File: config.mk
export PLATFORM = sky130hd
export DESIGN_NAME = rx_control
export DESIGN_NICKNAME = d
export VERILOG_FILES = /design/src/rtl/jesd_rx_pkg.sv /design/src/rtl/rx_err_monitor.sv /design/src/rtl/rx_control.sv
export SDC_FILE = /design/constraint.sdc
export NUM_CORES = 1
export LEC_CHECK = 0
export BUFFER_PORTS_ARGS = -buffer_cell sky130_fd_sc_hd__buf_2
export CORE_MARGIN = 10
export CORE_UTILIZATION = 35
export CTS_CLUSTER_DIAMETER = 200
export DETAILED_ROUTE_END_ITERATION = 12
export PLACE_DENSITY = 0.6
export SLEW_MARGIN = 20
export SYNTH_ARGS = -nofsm -noshare
export SYNTH_HDL_FRONTEND = slang
export SYNTH_SLANG_ARGS = --single-unit
File: constraint.sdc
create_clock -name clk -period 3 [get_ports clk]
set_input_delay 0 -clock clk [delete_from_list [all_inputs] [get_ports clk]]
set_output_delay 0 -clock clk [all_outputs]
set_load 0.02 [all_outputs]
File: src/rtl/jesd_rx_pkg.sv
// Shared link-layer constants for the JESD204 receive controller:
// state encodings, control-character codes and link thresholds.
package jesd_rx_pkg;

  typedef enum logic [3:0] {
    CS_INIT = 4'b0001,
    CS_WAIT = 4'b0010,
    ILA     = 4'b0100,
    DATA    = 4'b1000
  } link_state_t;

  localparam logic [7:0] K28_5 = 8'hBC;  // /K/ comma
  localparam logic [7:0] K28_0 = 8'h1C;  // /R/ multiframe start
  localparam logic [7:0] K28_3 = 8'h7C;  // /A/ multiframe end
  localparam logic [7:0] K28_4 = 8'h9C;  // /Q/ config start

  localparam int CGS_THRESHOLD = 4;
  localparam int ERR_THRESHOLD = 3;
  localparam int CLEAN_RUN     = 4;

  function automatic logic is_k_char(
    input logic       valid,
    input logic       is_k,
    input logic [7:0] octet,
    input logic [7:0] code
  );
    return valid && is_k && (octet == code);
  endfunction

endpackage

File: src/rtl/rx_err_monitor.sv
// DATA-state error supervision: a short error window that trips a relink,
// and a saturating software-visible error counter.
module rx_err_monitor
  import jesd_rx_pkg::*;
(
  input  logic       clk,
  input  logic       rst_n,
  input  logic       clear,
  input  logic       active,
  input  logic       valid,
  input  logic       errored,
  input  logic       err_cnt_clr,
  output logic       trip,
  output logic [7:0] err_cnt
);

  logic [1:0] win_err;
  logic [1:0] clean_run;

  // The error that would make the window reach the threshold trips the link.
  assign trip = active && errored && (win_err == 2'(ERR_THRESHOLD - 1));

  always_ff @(posedge clk or negedge rst_n) begin
    if (!rst_n) begin
      win_err   <= '0;
      clean_run <= '0;
      err_cnt   <= '0;
    end else begin
      if (clear || !active) begin
        win_err   <= '0;
        clean_run <= '0;
      end else if (errored) begin
        clean_run <= '0;
        win_err   <= trip ? 2'd0 : win_err + 2'd1;
      end else if (valid) begin
        if (clean_run == 2'(CLEAN_RUN - 1)) begin
          win_err   <= '0;
          clean_run <= '0;
        end else begin
          clean_run <= clean_run + 2'd1;
        end
      end

      // Software clear takes priority over a same-cycle increment.
      if (err_cnt_clr) begin
        err_cnt <= '0;
      end else if (active && errored && (err_cnt != 8'hFF)) begin
        err_cnt <= err_cnt + 8'd1;
      end
    end
  end

endmodule

File: src/rtl/rx_control.sv
// JESD204 receive link controller: code-group sync, ILA sequencing and
// DATA hand-off, with SYNC~ generation towards the transmitter.
module rx_control
  import jesd_rx_pkg::*;
(
  input  logic       clk,
  input  logic       rst_n,
  input  logic       frame_clk,
  input  logic       lmfc_clk,
  input  logic       i_valid,
  input  logic [7:0] i_octet,
  input  logic       i_is_k,
  input  logic       i_disp_err,
  input  logic       i_nit_err,
  input  logic [7:0] i_ila_multiframe_length,
  input  logic       i_reg_resync,
  input  logic       i_err_cnt_clr,
  output logic       o_sync_n,
  output logic [3:0] o_link_state,
  output logic [7:0] o_data,
  output logic       o_data_valid,
  output logic [7:0] o_err_cnt,
  output logic [7:0] o_ila_frame_cnt
);

  link_state_t state;
  logic [2:0]  cgs_cnt;
  logic [8:0]  mf_cnt;
  logic        seen_r;

  logic        good_k;
  logic        errored;
  logic        is_r;
  logic        is_a;
  logic        in_data;
  logic        trip;
  logic        last_k;
  logic        last_a;
  logic [8:0]  mf_target;

  assign errored   = i_valid && (i_disp_err || i_nit_err);
  assign good_k    = is_k_char(i_valid, i_is_k, i_octet, K28_5) && !i_disp_err && !i_nit_err;
  assign is_r      = is_k_char(i_valid, i_is_k, i_octet, K28_0);
  assign is_a      = is_k_char(i_valid, i_is_k, i_octet, K28_3);
  assign in_data   = (state == DATA);
  // Length is encoded value-1; the 9-bit sum lets 8'hFF mean 256 multiframes.
  assign mf_target = {1'b0, i_ila_multiframe_length} + 9'd1;
  assign last_k    = (cgs_cnt == 3'(CGS_THRESHOLD - 1));
  assign last_a    = ((mf_cnt + 9'd1) == mf_target);

  assign o_link_state = state;

  rx_err_monitor u_err_monitor (
    .clk         (clk),
    .rst_n       (rst_n),
    .clear       (i_reg_resync),
    .active      (in_data),
    .valid       (i_valid),
    .errored     (errored),
    .err_cnt_clr (i_err_cnt_clr),
    .trip        (trip),
    .err_cnt     (o_err_cnt)
  );

  always_ff @(posedge clk or negedge rst_n) begin
    if (!rst_n) begin
      state           <= CS_INIT;
      cgs_cnt         <= '0;
      mf_cnt          <= '0;
      seen_r          <= 1'b0;
      o_ila_frame_cnt <= '0;
      o_sync_n        <= 1'b0;
      o_data          <= '0;
      o_data_valid    <= 1'b0;
    end else begin
      // Outputs follow the state already held, giving one cycle of latency.
      o_sync_n     <= (state == ILA) || (state == DATA);
      o_data       <= i_octet;
      o_data_valid <= i_valid && in_data && !trip && !i_reg_resync;

      if (i_reg_resync) begin
        state           <= CS_INIT;
        cgs_cnt         <= '0;
        mf_cnt          <= '0;
        seen_r          <= 1'b0;
        o_ila_frame_cnt <= '0;
      end else begin
        case (state)
          CS_INIT: begin
            if (good_k) begin
              if (last_k) begin
                state   <= CS_WAIT;
                cgs_cnt <= '0;
              end else begin
                cgs_cnt <= cgs_cnt + 3'd1;
              end
            end else if (i_valid) begin
              cgs_cnt <= '0;
            end
          end

          // Entered only on the cycle after the 4th /K/, so a coincident
          // LMFC pulse is never seen here.
          CS_WAIT: begin
            if (lmfc_clk) begin
              state  <= ILA;
              mf_cnt <= '0;
              seen_r <= 1'b0;
            end
          end

          ILA: begin
            if (frame_clk) begin
              o_ila_frame_cnt <= o_ila_frame_cnt + 8'd1;
            end
            if (errored || (i_valid && !good_k && !seen_r && !is_r)) begin
              state           <= CS_INIT;
              mf_cnt          <= '0;
              seen_r          <= 1'b0;
              o_ila_frame_cnt <= '0;
            end else if (!seen_r && is_r) begin
              seen_r <= 1'b1;
            end else if (seen_r && is_a) begin
              if (last_a) begin
                state           <= DATA;
                mf_cnt          <= '0;
                seen_r          <= 1'b0;
                o_ila_frame_cnt <= '0;
              end else begin
                mf_cnt <= mf_cnt + 9'd1;
              end
            end
          end

          DATA: begin
            if (trip) begin
              state <= CS_INIT;
            end
          end

          default: state <= CS_INIT;
        endcase
      end
    end
  end

endmodule

==> metrics.log <==
[metrics] run status: complete, no violations
[metrics] maximum fanout along the worst path: 8
[metrics] area leader, netlist: sky130_fd_sc_hd__dfrtp_1
[metrics] EDFF count, synth: 0
[metrics] post-synthesis mux area share: 0.753%
[metrics] number of ports placed on the die boundary: 56
[metrics] net switching power: 381 uW
[metrics] Worst Hold Margin: 11.6 ps
[metrics] synthesis warning total: 0
[metrics] distinct cell type count of the synthesized netlist: 55
[metrics] Detailed Route Iter0 Violations: 113
[metrics] clock buffer count from CTS: 5
[metrics] Avg Inst Size Synth: 9.73 sq um
[metrics] top library cells by usage in the layout, fill and taps aside: 55 x sky130_fd_sc_hd__buf_2, 46 x sky130_fd_sc_hd__dfrtp_1, 32 x sky130_fd_sc_hd__nor2_1
[metrics] required time reported for the critical path endpoint: 3180 ps
[metrics] switching part of the total: 27.3%
[metrics] number of instances in the synthesized netlist: 273
[metrics] summed instance area of the synthesized netlist: 2660 sq um
[metrics] remaining global-route overflow: 0
[metrics] routed length per instance: 14.5 microns
[metrics] power share of the combinational group: 16.6%
[metrics] Worst Path Arrival: 2940 ps
[metrics] hpwl dp: 4900 microns
[metrics] critical path's largest stage delay: 440 ps
[metrics] proportion of power drawn by flip-flops and latches: 48.9%
[metrics] share of final-layout standard cells stronger than drive strength 1: 21.9%
[metrics] fraction of the cycle the final worst path needs: 92.0%
[metrics] area share of fa/ha/maj cells after synthesis: 2.82%
[metrics] proportion of netlist area held by the largest area contributor: 43.3%
[metrics] Compound-Gate Fraction of Synth Area: 16.4%
[metrics] DRC violation count after routing: 0
[metrics] Clock Tree Root: sky130_fd_sc_hd__clkbuf_8
[metrics] Buffers on Ports: 55
[metrics] series of cell instances along the critical path: ha_1 > nand3_1 > xnor3_1 > nand4_2 > nor4b_4 > buf_4 > a21oi_2 > and3_1 > a221o_1
[metrics] via count of the first global-routing pass: 2,272
[metrics] Internal: 1.02 mW
[metrics] maximum clock frequency: 0.362 GHz
[metrics] pin count of the biggest net entering global routing: 27
[metrics] Primary FF master, synth: sky130_fd_sc_hd__dfrtp_1
[metrics] final worst clock skew: 6.71 ps
[metrics] number of detailed-route iterations in the first pass: 4
[metrics] total count of hold-check failures in the final report: 0
[metrics] Max-Slew Margin vs Limit: 58.1%
[metrics] site row count: 31
[metrics] total negative slack for setup checks: 0 ps
[metrics] Core ar.: 7330 sq um
[metrics] VDD IR-drop max: 0.256 mV
[metrics] Clock Sink Count: 47
[metrics] H-tree level count: 2
[metrics] effective utilization at floorplan: 36.3%
[metrics] antenna-violating nets left: 0
[metrics] Area growth, synth to finish: 24.2%
[metrics] number of vias per cell after detailed routing: 5.14
[metrics] min-delay worst type: input port to register
[metrics] leakage: 1.58 nW
[metrics] cell with the biggest individual delay on the critical path: sky130_fd_sc_hd__dfrtp_1
[metrics] clock network fraction of total power: 34.5%
[metrics] post-synthesis share of cell area spent on and, or, nand and nor gates: 24.8%
[metrics] xor/xnor cell area share of the yosys netlist: 8.33%
[metrics] global placement routability congestion: 0.799
[metrics] die outline area: 11,500 sq um
[metrics] Worst setup SP type: register
[metrics] synthesized net count: 305
[metrics] most frequent standard cell in the layout excluding fill and tap cells: sky130_fd_sc_hd__buf_2
[metrics] Max Slew Vio Count: 0
[metrics] overall routed net length: 6460 microns
[metrics] number of violations of the max-capacitance limit: 0
[metrics] setup repair after global routing missed its margin: false
[metrics] Die Height: 107 microns
[metrics] sequential share of the synthesized area: 44.3%
[metrics] Critical Setup Path Class: register to register
[metrics] Design Area, Final: 3300 sq um
[metrics] clock slew at reported path FFs: 80 ps
[metrics] Crit. End Element: register
[metrics] PostCTS Resize Cnt: 0
[metrics] width of the chip: 107 microns
[metrics] dominant combinational cell family by area after synthesis: simple AND/OR/NAND/NOR gates
[metrics] final-report setup violation count: 0
[metrics] clock latency on the worst-skew pair: 300 ps
[metrics] post-synthesis register bit count: 47
[metrics] Post-layout nets: 378
[metrics] total inserted antenna cells: 0
[metrics] Post-Place Cell Area: 3040 sq um
[metrics] clock period minus worst slack: 2760 ps
[metrics] Final Power: 1.40 mW
[metrics] number of antenna violations at the first check in global routing: 0
[metrics] global-route wire length before repair: 11,100 microns
[metrics] top post-synthesis cells by area: sky130_fd_sc_hd__dfrtp_1 43%, sky130_fd_sc_hd__nor2_1 4.5%, sky130_fd_sc_hd__xnor3_1 3.4%
[metrics] Least-Margin Pin Slew: 626 ps
[metrics] overall global routing resource usage: 11.6%
[metrics] detailed-route via count: 2,292
[metrics] Cell Pwr Density: 423 nW/um^2
[metrics] fraction of registers with async set/reset: 100%
[metrics] maximum buffer depth of the clock tree: 2
[metrics] clock tree from TritonCTS: done
==> final cells by class <==
class                           count  area [sq um]
Clock buffer                        6          82.6
Clock inverter                      2          35.0
Fill cell                         704          4030
Inverter                            9          33.8
Multi-Input combinational cell    211          1410
Sequential cell                    47          1180
Tap cell                           99           124
Timing Repair Buffer               72           435
==> Yosys cell counts (all sizes together), types with 6 or more instances <==
cell type and instances:
inv 9, xnor2 6, nand4 11, xor2 9, and3 7, nand2 16, ha 6, nor2 32
o21ai 18, dfrtp 46, a21oi 13, nand3 16, nor3 7, or3 8
==> power by group through the flow <==
stage,combinational [mW],sequential [mW],clock (mW)
floorplan,0.108,0.716,0
global placement,0.216,0.695,0
detailed placement,0.220,0.696,0
CTS,0.234,0.683,0.495
global route,0.260,0.687,0.526
finish,0.232,0.683,0.483
==> routing by layer <==
| layer | vias up | track usage, % | wire (microns) |
|---|---|---|---|
| li1 | 1156 | - | - |
| met1 | 1074 | 14.9 | 2970 |
| met3 | 2 | 4.01 | 493 |
| met2 | 60 | 18.2 | 2950 |
| met5 | - | 0 | 0 |
| met4 | 0 | 3.19 | 40 |
==> sequential cells by signal (all words and copies together) (netlist names) <==
signal,count
u_err_monitor.err_cnt,8
o_data_valid,1
o_sync_n,1
o_link_state,4
mf_cnt,9
seen_r,1
u_err_monitor.clean_run,2
cgs_cnt,3
o_ila_frame_cnt,8
u_err_monitor.win_err,2
o_data,8
==> cell families (layout without fill, tap and decap cells) <==
| group | Yosys count | in the layout |
|---|---|---|
| AOI/OAI and AO/OA | 64 | 64 |
| buffers and inverters | 15 | 89 |
| adders and majority gates | 6 | 6 |
| muxes | 2 | 2 |
| and+or+nand+nor | 120 | 120 |
| xor gates and xnor gates | 19 | 19 |
| DFF | 47 | 47 |
==> worst max-delay path: cells and delay by family (launching register included) <==
family,cells,cell delay [ps]
simple gates,4,920
compound gates,2,350
fa+ha+maj,1,320
xor+xnor,1,420
flops,1,440
buf+inv,1,190
==> per-stage QoR <==
stage          utilization, %  std cells  setup WS (ps)
3_3_place_gp             41.4        423            318
5_1_grt                  45.0        446           55.8
4_1_cts                  44.8        444            206
2_1_floorplan               -        273            554
6_report                 45.0        446            241
3_5_place_dp             41.4        423            219
==> final timing paths <==
kind / depth (start not counted) / startpoint / endpoint / slack (ps)
worst max-delay path: 9 / mf_cnt[0] / mf_cnt[3] / 240
worst min-delay path: 3 / i_valid / o_data_valid / 10
worst max register to register: 9 / mf_cnt[0] / mf_cnt[3] / 240
worst min register to register: 2 / u_err_monitor.clean_run[1] / u_err_monitor.clean_run[1] / 540
max in group asynchronous: 3 / rst_n / o_ila_frame_cnt[7] / 2060
min in group asynchronous: 2 / rst_n / u_err_monitor.clean_run[0] / 200
==> repair_timing <==
item / in CTS / in global routing
hold buffers: 13 / 0
setup endpoints to repair: 0 / 1
setup buffers: 0 / 2
endpoints found under the hold margin: 42 / 0
Power figures use the tool's default switching activity.
